==> config.mk <==
export PLATFORM = sky130hd
export DESIGN_NAME = hazard_stall
export DESIGN_NICKNAME = d
export VERILOG_FILES = /design/src/rtl/hazard_pkg.sv /design/src/rtl/hazard_decode.sv /design/src/rtl/hazard_stall.sv
export SDC_FILE = /design/constraint.sdc
export NUM_CORES = 1
export LEC_CHECK = 0
export ABC_AREA = 1
export ABC_CLOCK_PERIOD_IN_PS = 2400
export CAP_MARGIN = 10
export CORE_ASPECT_RATIO = 1.1
export CORE_MARGIN = 2
export CORE_UTILIZATION = 38
export CTS_BUF_LIST = sky130_fd_sc_hd__clkbuf_2
export DETAILED_ROUTE_END_ITERATION = 10
export PLACE_DENSITY = 0.66
export RECOVER_POWER = 100
export SYNTH_ARGS = -nofsm -noshare
export SYNTH_HDL_FRONTEND = slang
export SYNTH_SLANG_ARGS = --single-unit
==> constraint.sdc <==
create_clock -name clk -period 2.4 [get_ports clk]
set_clock_uncertainty 0.1 [all_clocks]
set_input_delay 0.36 -clock clk [delete_from_list [all_inputs] [get_ports clk]]
set_output_delay 0.36 -clock clk [all_outputs]
set_load 0.02 [all_outputs]
==> src/rtl/hazard_pkg.sv <==
// Shared decode constants, shadow-entry layout and latency constants for the D-stage stall logic.
// The optional HI/LO stall path is controlled by MD_STALL_EN.
package hazard_pkg;

  localparam logic [5:0] OP_RTYPE = 6'h00;
  localparam logic [5:0] OP_JAL   = 6'h03;
  localparam logic [5:0] OP_BEQ   = 6'h04;
  localparam logic [5:0] OP_ORI   = 6'h0d;
  localparam logic [5:0] OP_LUI   = 6'h0f;
  localparam logic [5:0] OP_LW    = 6'h23;
  localparam logic [5:0] OP_SW    = 6'h2b;

  localparam logic [5:0] FN_JR    = 6'h08;
  localparam logic [5:0] FN_MFHI  = 6'h10;
  localparam logic [5:0] FN_MTHI  = 6'h11;
  localparam logic [5:0] FN_MFLO  = 6'h12;
  localparam logic [5:0] FN_MTLO  = 6'h13;
  localparam logic [5:0] FN_MULT  = 6'h18;
  localparam logic [5:0] FN_MULTU = 6'h19;
  localparam logic [5:0] FN_DIV   = 6'h1a;
  localparam logic [5:0] FN_DIVU  = 6'h1b;
  localparam logic [5:0] FN_ADDU  = 6'h21;
  localparam logic [5:0] FN_SUBU  = 6'h23;

  typedef logic [1:0] tcyc_t;
  localparam tcyc_t T_0 = 2'd0;
  localparam tcyc_t T_1 = 2'd1;
  localparam tcyc_t T_2 = 2'd2;

  localparam logic [3:0] MD_MULT_CYC = 4'd5;
  localparam logic [3:0] MD_DIV_CYC  = 4'd10;

  typedef struct packed {
    logic [4:0] a3;
    tcyc_t      tnew;
    logic       we;
  } sb_entry_t;

  localparam sb_entry_t SB_BUBBLE = '0;

  typedef struct packed {
    logic       rs_use;
    logic       rt_use;
    tcyc_t      tuse_rs;
    tcyc_t      tuse_rt;
    tcyc_t      tnew;
    logic [4:0] a3;
    logic       we;
    logic       is_md;
    logic       is_md_start;
    logic       md_div;
  } decode_t;

  // Consumer must wait when its read comes earlier than the producer's result.
  function automatic logic hazard_hit(logic use_r, logic [4:0] r, tcyc_t tuse, sb_entry_t sb);
    return use_r && sb.we && (sb.a3 != 5'd0) && (r == sb.a3) && (tuse < sb.tnew);
  endfunction

  function automatic tcyc_t tnew_dec(tcyc_t t);
    return (t == T_0) ? T_0 : tcyc_t'(t - 2'd1);
  endfunction

endpackage

==> src/rtl/hazard_decode.sv <==
// Combinational classifier: instruction word -> operand use times, producer timing and MD class.
module hazard_decode
  import hazard_pkg::*;
(
  input  logic [31:0] ir,
  output decode_t     dec
);

  logic [5:0] op, fn;
  logic [4:0] rt, rd;

  assign op = ir[31:26];
  assign fn = ir[5:0];
  assign rt = ir[20:16];
  assign rd = ir[15:11];

  always_comb begin
    dec = '0;
    unique case (op)
      OP_RTYPE: begin
        unique case (fn)
          FN_ADDU, FN_SUBU: begin
            dec.rs_use = 1'b1;  dec.tuse_rs = T_1;
            dec.rt_use = 1'b1;  dec.tuse_rt = T_1;
            dec.we = 1'b1;  dec.tnew = T_1;  dec.a3 = rd;
          end
          FN_JR: begin
            dec.rs_use = 1'b1;  dec.tuse_rs = T_0;
          end
          FN_MFHI, FN_MFLO: begin
            dec.we = 1'b1;  dec.tnew = T_1;  dec.a3 = rd;
            dec.is_md = 1'b1;
          end
          FN_MTHI, FN_MTLO: begin
            dec.rs_use = 1'b1;  dec.tuse_rs = T_1;
            dec.is_md = 1'b1;
          end
          FN_MULT, FN_MULTU, FN_DIV, FN_DIVU: begin
            dec.rs_use = 1'b1;  dec.tuse_rs = T_1;
            dec.rt_use = 1'b1;  dec.tuse_rt = T_1;
            dec.is_md = 1'b1;
            dec.is_md_start = 1'b1;
            dec.md_div = (fn == FN_DIV) || (fn == FN_DIVU);
          end
          default: ;
        endcase
      end
      OP_ORI: begin
        dec.rs_use = 1'b1;  dec.tuse_rs = T_1;
        dec.we = 1'b1;  dec.tnew = T_1;  dec.a3 = rt;
      end
      OP_LUI: begin
        dec.we = 1'b1;  dec.tnew = T_1;  dec.a3 = rt;
      end
      OP_LW: begin
        dec.rs_use = 1'b1;  dec.tuse_rs = T_1;
        dec.we = 1'b1;  dec.tnew = T_2;  dec.a3 = rt;
      end
      OP_SW: begin
        dec.rs_use = 1'b1;  dec.tuse_rs = T_1;
        dec.rt_use = 1'b1;  dec.tuse_rt = T_2;
      end
      OP_BEQ: begin
        dec.rs_use = 1'b1;  dec.tuse_rs = T_0;
        dec.rt_use = 1'b1;  dec.tuse_rt = T_0;
      end
      OP_JAL: begin
        dec.we = 1'b1;  dec.tnew = T_0;  dec.a3 = 5'd31;
      end
      default: ;
    endcase
  end

endmodule

==> src/rtl/hazard_stall.sv <==
// D-stage stall/E-stage flush generator from E/M producer shadows and an optional MD busy counter.
// Define MD_STALL_EN to include the HI/LO busy counter and its stall term.
module hazard_stall
  import hazard_pkg::*;
(
  input  logic        clk,
  input  logic        reset,
  input  logic [31:0] IR_D,
  output logic        Stall_D,
  output logic        Flush_E,
  output logic        MDBusy,
  output logic        MDStart_E
);

  decode_t    dec;
  sb_entry_t  sb_e, sb_m, sb_d;
  logic [4:0] rs, rt;
  logic       data_stall, md_stall;

  hazard_decode u_dec (.ir(IR_D), .dec(dec));

  assign rs = IR_D[25:21];
  assign rt = IR_D[20:16];

  assign data_stall = hazard_hit(dec.rs_use, rs, dec.tuse_rs, sb_e)
                    | hazard_hit(dec.rt_use, rt, dec.tuse_rt, sb_e)
                    | hazard_hit(dec.rs_use, rs, dec.tuse_rs, sb_m)
                    | hazard_hit(dec.rt_use, rt, dec.tuse_rt, sb_m);

  assign Stall_D = data_stall | md_stall;
  assign Flush_E = Stall_D;

  assign sb_d = '{a3: dec.a3, tnew: dec.tnew, we: dec.we};

  always_ff @(posedge clk or negedge reset) begin
    if (!reset) begin
      sb_e <= SB_BUBBLE;
      sb_m <= SB_BUBBLE;
    end else begin
      sb_m <= '{a3: sb_e.a3, tnew: tnew_dec(sb_e.tnew), we: sb_e.we};
      sb_e <= Stall_D ? SB_BUBBLE : sb_d;
    end
  end

`ifdef MD_STALL_EN
  logic [3:0] md_cnt;

  assign MDBusy   = (md_cnt != 4'd0);
  assign md_stall = dec.is_md & MDBusy;

  // A new MD op can only leave D once the counter has drained, so a load never overlaps a count.
  always_ff @(posedge clk or negedge reset) begin
    if (!reset) begin
      md_cnt    <= 4'd0;
      MDStart_E <= 1'b0;
    end else begin
      MDStart_E <= dec.is_md_start & ~Stall_D;
      if (dec.is_md_start && !Stall_D)
        md_cnt <= dec.md_div ? MD_DIV_CYC : MD_MULT_CYC;
      else if (md_cnt != 4'd0)
        md_cnt <= 4'(md_cnt - 4'd1);
    end
  end
`else
  logic unused_md;

  assign unused_md = ^{dec.is_md, dec.is_md_start, dec.md_div};
  assign MDBusy    = 1'b0;
  assign MDStart_E = 1'b0;
  assign md_stall  = 1'b0;
`endif

endmodule
==> key figures, run 1 <==
Run status
  – Status: finished clean

Timing
  – Tmin final: 2280 ps
  – Setup ws final: 118 ps
  – # setup viols final: 0
  – Final hold vios: 0
  – Period utilisation layout: 95.1%
  – Slew margin rel.: 53.8%
  – Max Clock Freq: 0.438 GHz
  – Worst-margin pin slew: 690 ps
  – Final slew viol count: 0

Drt
  – DRT Wirelength: 3.12 mm
  – Routed wire length per instance: 10.1 µm
  – # DRC: 0
  – Post-route ant nets: 0
  – Drt pass-1 iters: 6
  – Initial DRC count: 41
  – Vias per Instance: 4.53
  – Vias: 1400

Die
  – Die Ht: 66.5 µm
  – Num rows: 22
  – Total die area: 4040 µm²
  – Total core area: 3360 µm²
  – Initial Utilization: 40.1%
  – Die Span X: 60.8 µm
  – IO Count: 38

Final layout
  – Number of fill cells: 356
  – Inserted Diodes: 0
  – Commonest non-fill, non-tap cell in the layout: nand2_1
  – Share of post-route cells with drive strength above 1: 27.6%
  – Non-Filler Instances: 309
  – Nets: 298
  – Final design area excluding fillers: 1970 µm²
  – Syn-to-layout area delta: 46.1%
  – Layout Utilization: 58.6%
  – Most frequent cells in the layout: nand2_1 (40), inv_1 (30), buf_4 (27), nor2_1 (23)

Min path
  – Cell count of the worst hold path: 0
  – Hold path startpoint: sb_e[0]$_DFF_PN0_
  – Hold Crit Class: reg2reg
  – Worst Hold End: sb_m[0]$_DFF_PN0_

Clock network
  – Clock-pin slew on the worst setup and hold paths: 140 ps
  – H-tree depth: 1
  – Clock Tree Root: clkbuf_2
  – Clock Path Buffers: 2
  – Clock tree from TritonCTS: done
  – CTS sink cnt: 16
  – Worst-Skew Late Latency: 270 ps
  – Num CTS Buffers: 3

Power
  – LEAKAGE: 1.11 nW
  – PwrDens: 280 nW/µm²
  – Tot Pwr: 0.000551 W
  – VDD IR-drop max: 0.105 mV

Global routing
  – Largest net degree at the start of global routing: 17
  – Initial antenna violation count: 0
  – Total grt overflow: 0
  – Total track usage: 18.0%
  – First-pass GRT wire length: 5.51 mm
  – Vias in the first global route: 1376

Logic synthesis
  – Yosys cell types: 28
  – Synth area leaders: dfrtp_1 (30%), nand2_1 (11%), inv_1 (8.1%), nor2_1 (7.8%), nor2_2 (5.1%)
  – Post-synth top area share: 29.7%
  – Syn Area/Cell: 6.77 µm²
  – Seq/Total Area, Yosys: 29.7%
  – Post-synthesis register bit count: 16
  – Ys Warns: 0
  – Synthesized cell area: 1350 µm²
  – Synth Instances: 199
  – Leading area contributor after synthesis: dfrtp_1

Place
  – Worst slack, placed: -589 ps
  – Detailed Place HPWL: 2.65 mm
  – Gpl congestion: 0.892
  – Port bufs: 30
  – Placed cells: 301
  – Area of placed instances: 1880 µm²

Worst setup path
  – Reg2Reg Setup Slack: 310 ps
  – R2R depth: 10
  – Crit Path Class: reg2out
  – WP data required: 1940 ps
  – Setup crit end kind: primary output
  – Max Fanout on Critical Path: 2
  – Crit path launch type: flip-flop
  – R2R Path End: sb_e[2]$_DFF_PN0_
  – CP arrival: 1820 ps
  – Reg-to-reg startpoint: sb_e[4]$_DFF_PN0_

Run
  – # Max-Cap Violations: 0
[how the worst max path moves through the flow]
| stage | slack, ps | depth (start not counted) | startpoint | end |
|---|---|---|---|---|
| 4_1_cts | 50 | 10 | IR_D[22] | Stall_D |
| 3_5_place_dp | -590 | 15 | IR_D[28] | Stall_D |
| 2_1_floorplan | 290 | 14 | IR_D[28] | Stall_D |
| 3_3_place_gp | -540 | 15 | IR_D[28] | Stall_D |
| 6_report | 120 | 9 | sb_e[4]$_DFF_PN0_ | Stall_D |
| 5_1_grt | -50 | 9 | sb_e[4]$_DFF_PN0_ | Flush_E |
[synth_stat cells, drive strengths merged]
cell type  number
xor2            5
nor4            2
and3            1
dfrtp          16
nand2          47
nand3          18
conb            1
a21oi           8
buf             3
nor2           39
o21a            1
nand3b          2
o22ai           1
inv            33
o41ai           1
xnor2           2
nor3            1
ha              2
o21ai           9
nand4           5
o2111ai         2
[state kept, by name, indices dropped and copies added, names as in the netlist]
name and flops:
sb_m 8, sb_e 8
[power by group]
part | leakage (nW) | internal (W) | total [W] | switching, W
clock | 0.0140 | 0.0000362 | 0.000114 | 0.0000776
sequential | 0.221 | 0.000275 | 0.000281 | 0.00000540
combinational | 0.877 | 0.0000823 | 0.000156 | 0.0000741
total | 1.11 | 0.000394 | 0.000551 | 0.000157
[per-layer routing]
metal / routed length (µm) / part of all wire [%] / global-route usage [%] / vias up
met5: 0 / 0 / 0 / -
met4: 36 / 1.2 / 8.15 / 0
met3: 137 / 4.4 / 2.14 / 4
met2: 1600 / 51 / 30.8 / 29
met1: 1340 / 43 / 22.1 / 614
li1: - / - / - / 753
[cell families (layout without fill, tap and decap cells)]
family,count (synthesis),count (layout),share of synthesized area [%]
fa+ha+maj,2,2,1.86
xor+xnor,7,7,4.55
other cells,1,2,0.278
compound gates,22,22,9.29
simple gates,115,115,43.3
buf+inv,36,97,11.0
flops,16,16,29.7
[area by class of cell]
| type | instances | area, µm² | share of cell area [%] |
|---|---|---|---|
| clock buffers | 3 | 15.0 | 0.762 |
| clock inverters | 1 | 3.75 | 0.191 |
| inverters | 33 | 125 | 6.35 |
| multi-input cells | 148 | 830 | 42.1 |
| flip-flops and latches | 16 | 400 | 20.3 |
| well taps | 48 | 60.1 | 3.05 |
| repair buffers | 60 | 536 | 27.2 |
[critical path, stage by stage (launching register included)]
cell and delay, ps:
dfrtp_1 420, xnor2_1 220, nand3_2 90, nor4_2 290
buf_4 150, nand3_2 70, nand2_2 70, nand2_4 60
nand3_4 60, buf_6 120
[through the flow]
step	TNS [ps]	hold slack, ps
2_1_floorplan	0	-35.6
3_3_place_gp	-1360	265
3_5_place_dp	-1650	264
4_1_cts	0	295
5_1_grt	-105	310
6_report	0	296
[timing repair]
| action | CTS | global route |
|---|---|---|
| gates resized for setup | 21 | 14 |
| endpoints found under the setup margin | 2 | 2 |
| hold buffers | 0 | 0 |
| buffers inserted | 1 | 3 |
| gates cloned | 0 | 0 |
| pin swaps | 3 | 8 |
Power figures use the tool's default switching activity.
==> run 2, diff against run 1 <==
--- a/config.mk
+++ b/config.mk
@@ -9,12 +9,11 @@
 export ABC_CLOCK_PERIOD_IN_PS = 2400
 export CAP_MARGIN = 10
 export CORE_ASPECT_RATIO = 1.1
-export CORE_MARGIN = 2
 export CORE_UTILIZATION = 38
 export CTS_BUF_LIST = sky130_fd_sc_hd__clkbuf_2
 export DETAILED_ROUTE_END_ITERATION = 10
-export PLACE_DENSITY = 0.66
 export RECOVER_POWER = 100
 export SYNTH_ARGS = -nofsm -noshare
 export SYNTH_HDL_FRONTEND = slang
+export SYNTH_HIERARCHICAL = 1
 export SYNTH_SLANG_ARGS = --single-unit
==> run 2 against run 1 <==
First-iteration DRC count is 29% higher. Sequential power hardly changed. Largest cell class unchanged. Setup slack better by 44 ps. Critical endpoint is now Flush_E. Critical path type is now in2out.
==> key figures, run 2 <==
Worst setup path
  – Crit-path max cell delay: 190 ps
  – R2R depth: 11
  – Crit path launch type: input pin
  – R2R Path End: sb_e[2]$_DFF_PN0_
  – CP top delay family: simple AND/OR/NAND/NOR gates
  – Buf+Inv Stages, Crit Path: 4
  – CP arrival: 1780 ps
  – Crit Path Class: in2out
  – Setup crit end kind: primary output
  – Crit path top cell by count: nand2_1
  – CP max-delay cell: nor2_4
  – WP data required: 1940 ps
  – Max Fanout on Critical Path: 5
  – Reg-to-reg startpoint: sb_e[2]$_DFF_PN0_
  – Reg2Reg Setup Slack: 720 ps
  – Critical path cell sequence: buf_8 > nor2_4 > nand3_4 > inv_4 > o21ai_4 > nand3_2 > buf_4 > nand2_1 > nor2_1 > nand2_1 > nor2_1 > nand2_1 > nand2_1 > nand2_2 > nand2_4 > buf_6

Clock network
  – Clock-pin slew on the worst setup and hold paths: 160 ps
  – H-tree depth: 1
  – Clock tree from TritonCTS: done
  – CTS sink cnt: 16
  – Clock Path Buffers: 2
  – Clock Tree Root: clkbuf_2
  – Num CTS Buffers: 3
  – Worst-Skew Late Latency: 290 ps

Final layout
  – Non-Filler Instances: 345
  – Commonest non-fill, non-tap cell in the layout: nand2_1
  – Inserted Diodes: 0
  – Nets: 334
  – Most frequent cells in the layout: nand2_1 (74), inv_1 (39), nor2_1 (35), buf_4 (26), nand3_1 (20)
  – Largest regs: sb_e: 8 flops, sb_m: 8 flops
  – Number of fill cells: 383
  – Syn-to-layout area delta: 41.4%
  – Share of post-route cells with drive strength above 1: 25.1%
  – FF/Latch Area: 400 µm²
  – Layout Utilization: 56.0%
  – Multi-input gate area: 927 µm²

Place
  – Port bufs: 30
  – Worst slack, placed: -787 ps
  – Placed cells: 335
  – Gpl congestion: 0.779
  – Detailed Place HPWL: 2.78 mm

Drt
  – Routed wire length per instance: 10.1 µm
  – Initial DRC count: 53
  – Post-route ant nets: 0
  – Vias per Instance: 4.32
  – DRT Wirelength: 3.49 mm
  – Vias: 1490
  – # DRC: 0
  – Drt pass-1 iters: 4

Min path
  – Hold Crit Class: reg2reg
  – Cell count of the worst hold path: 0
  – Worst Hold End: sb_m[0]$_DFF_PN0_
  – Hold path startpoint: sb_e[0]$_DFF_PN0_

Die
  – Total die area: 4060 µm²
  – Num rows: 23
  – Initial Utilization: 39.6%
  – Die Span X: 60.8 µm
  – Die Ht: 66.7 µm
  – IO Count: 38
  – Total core area: 3650 µm²

Power
  – Tot Pwr: 0.000581 W
  – LEAKAGE: 1.15 nW
  – VDD IR-drop max: 0.110 mV
  – PwrDens: 284 nW/µm²

Logic synthesis
  – Syn Area/Cell: 6.05 µm²
  – Synth Instances: 239
  – Ys Warns: 6
  – Synthesized cell area: 1450 µm²

Timing
  – Max Clock Freq: 0.447 GHz
  – # setup viols final: 0
  – Final hold vios: 0
  – Slew margin rel.: 50.3%
  – Setup ws final: 161 ps
  – Final setup TNS: 0 ps
  – Worst-margin pin slew: 743 ps
  – Final slew viol count: 0
  – Tmin final: 2240 ps
  – Unrepaired setup endpoints after global routing: yes
  – Period utilisation layout: 93.3%

Global routing
  – Vias in the first global route: 1431
  – First-pass GRT wire length: 5.93 mm
  – Total track usage: 19.2%
  – Initial antenna violation count: 0
  – Largest net degree at the start of global routing: 17
  – Total grt overflow: 0

Run status
  – Status: finished clean

Run
  – # Max-Cap Violations: 0
## run 2: cell count changes in the layout (fill, tap and decap cells not counted), sizes merged, moves of 3 or more
cell          before  now
inv               32   44
dlymetal6s2s       6    1
nand4              5    2
nor2              39   45
a21oi              8    1
nand2             47   82
nand3             18   28
o21ai              9    1
dlygate4sd2        6    0
buf               29   34
## run 2: what timing repair did
action / in CTS / in global routing
buffers inserted: 1 / 5
setup endpoints to repair: 2 / 2
resized for setup: 31 / 53
pin swaps: 8 / 25
hold buffers: 0 / 0
endpoints found under the hold margin: 0 / 0
## run 2: metrics by stage
stage	hold WS (ps)	cell area (µm²)
after global routing	357	2050
after detailed placement	304	1930
final	339	2050
after CTS	339	1960
after floorplan	-35.6	1450
after global placement	305	1930
## run 2: how the worst max path moves through the flow
stage / start / endpoint / slack, ps / cells past startpoint
2_1_floorplan: IR_D[3] / Stall_D / 330 / 14
3_3_place_gp: IR_D[29] / Stall_D / -740 / 14
3_5_place_dp: IR_D[29] / Stall_D / -790 / 14
4_1_cts: IR_D[31] / Flush_E / 20 / 14
5_1_grt: IR_D[31] / Stall_D / -30 / 15
6_report: IR_D[31] / Flush_E / 160 / 16
## run 2: where the power goes
| group | switching (W) | internal (W) | total (W) |
|---|---|---|---|
| Sequential | 0.00000622 | 0.000276 | 0.000282 |
| Combinational | 0.0000874 | 0.0000861 | 0.000173 |
| Clock | 0.0000893 | 0.0000362 | 0.000126 |
## run 2: area by class of cell
class                           instances  area share (%)
Clock buffer                            3           0.734
Clock inverter                          1           0.183
Inverter                               44            8.20
Multi-Input combinational cell        176            45.3
Sequential cell                        16            19.6
Tap cell                               50            3.06
Timing Repair Buffer                   55            22.9
## run 2: routing by layer
layer  track usage (%)  part of all wire (%)  vias up
met5                 0                     0        -
met4              4.26                  0.52        0
met3              1.75                   1.6        2
met2              32.8                    48       20
met1              25.8                    50      644
li1                  -                     -      824
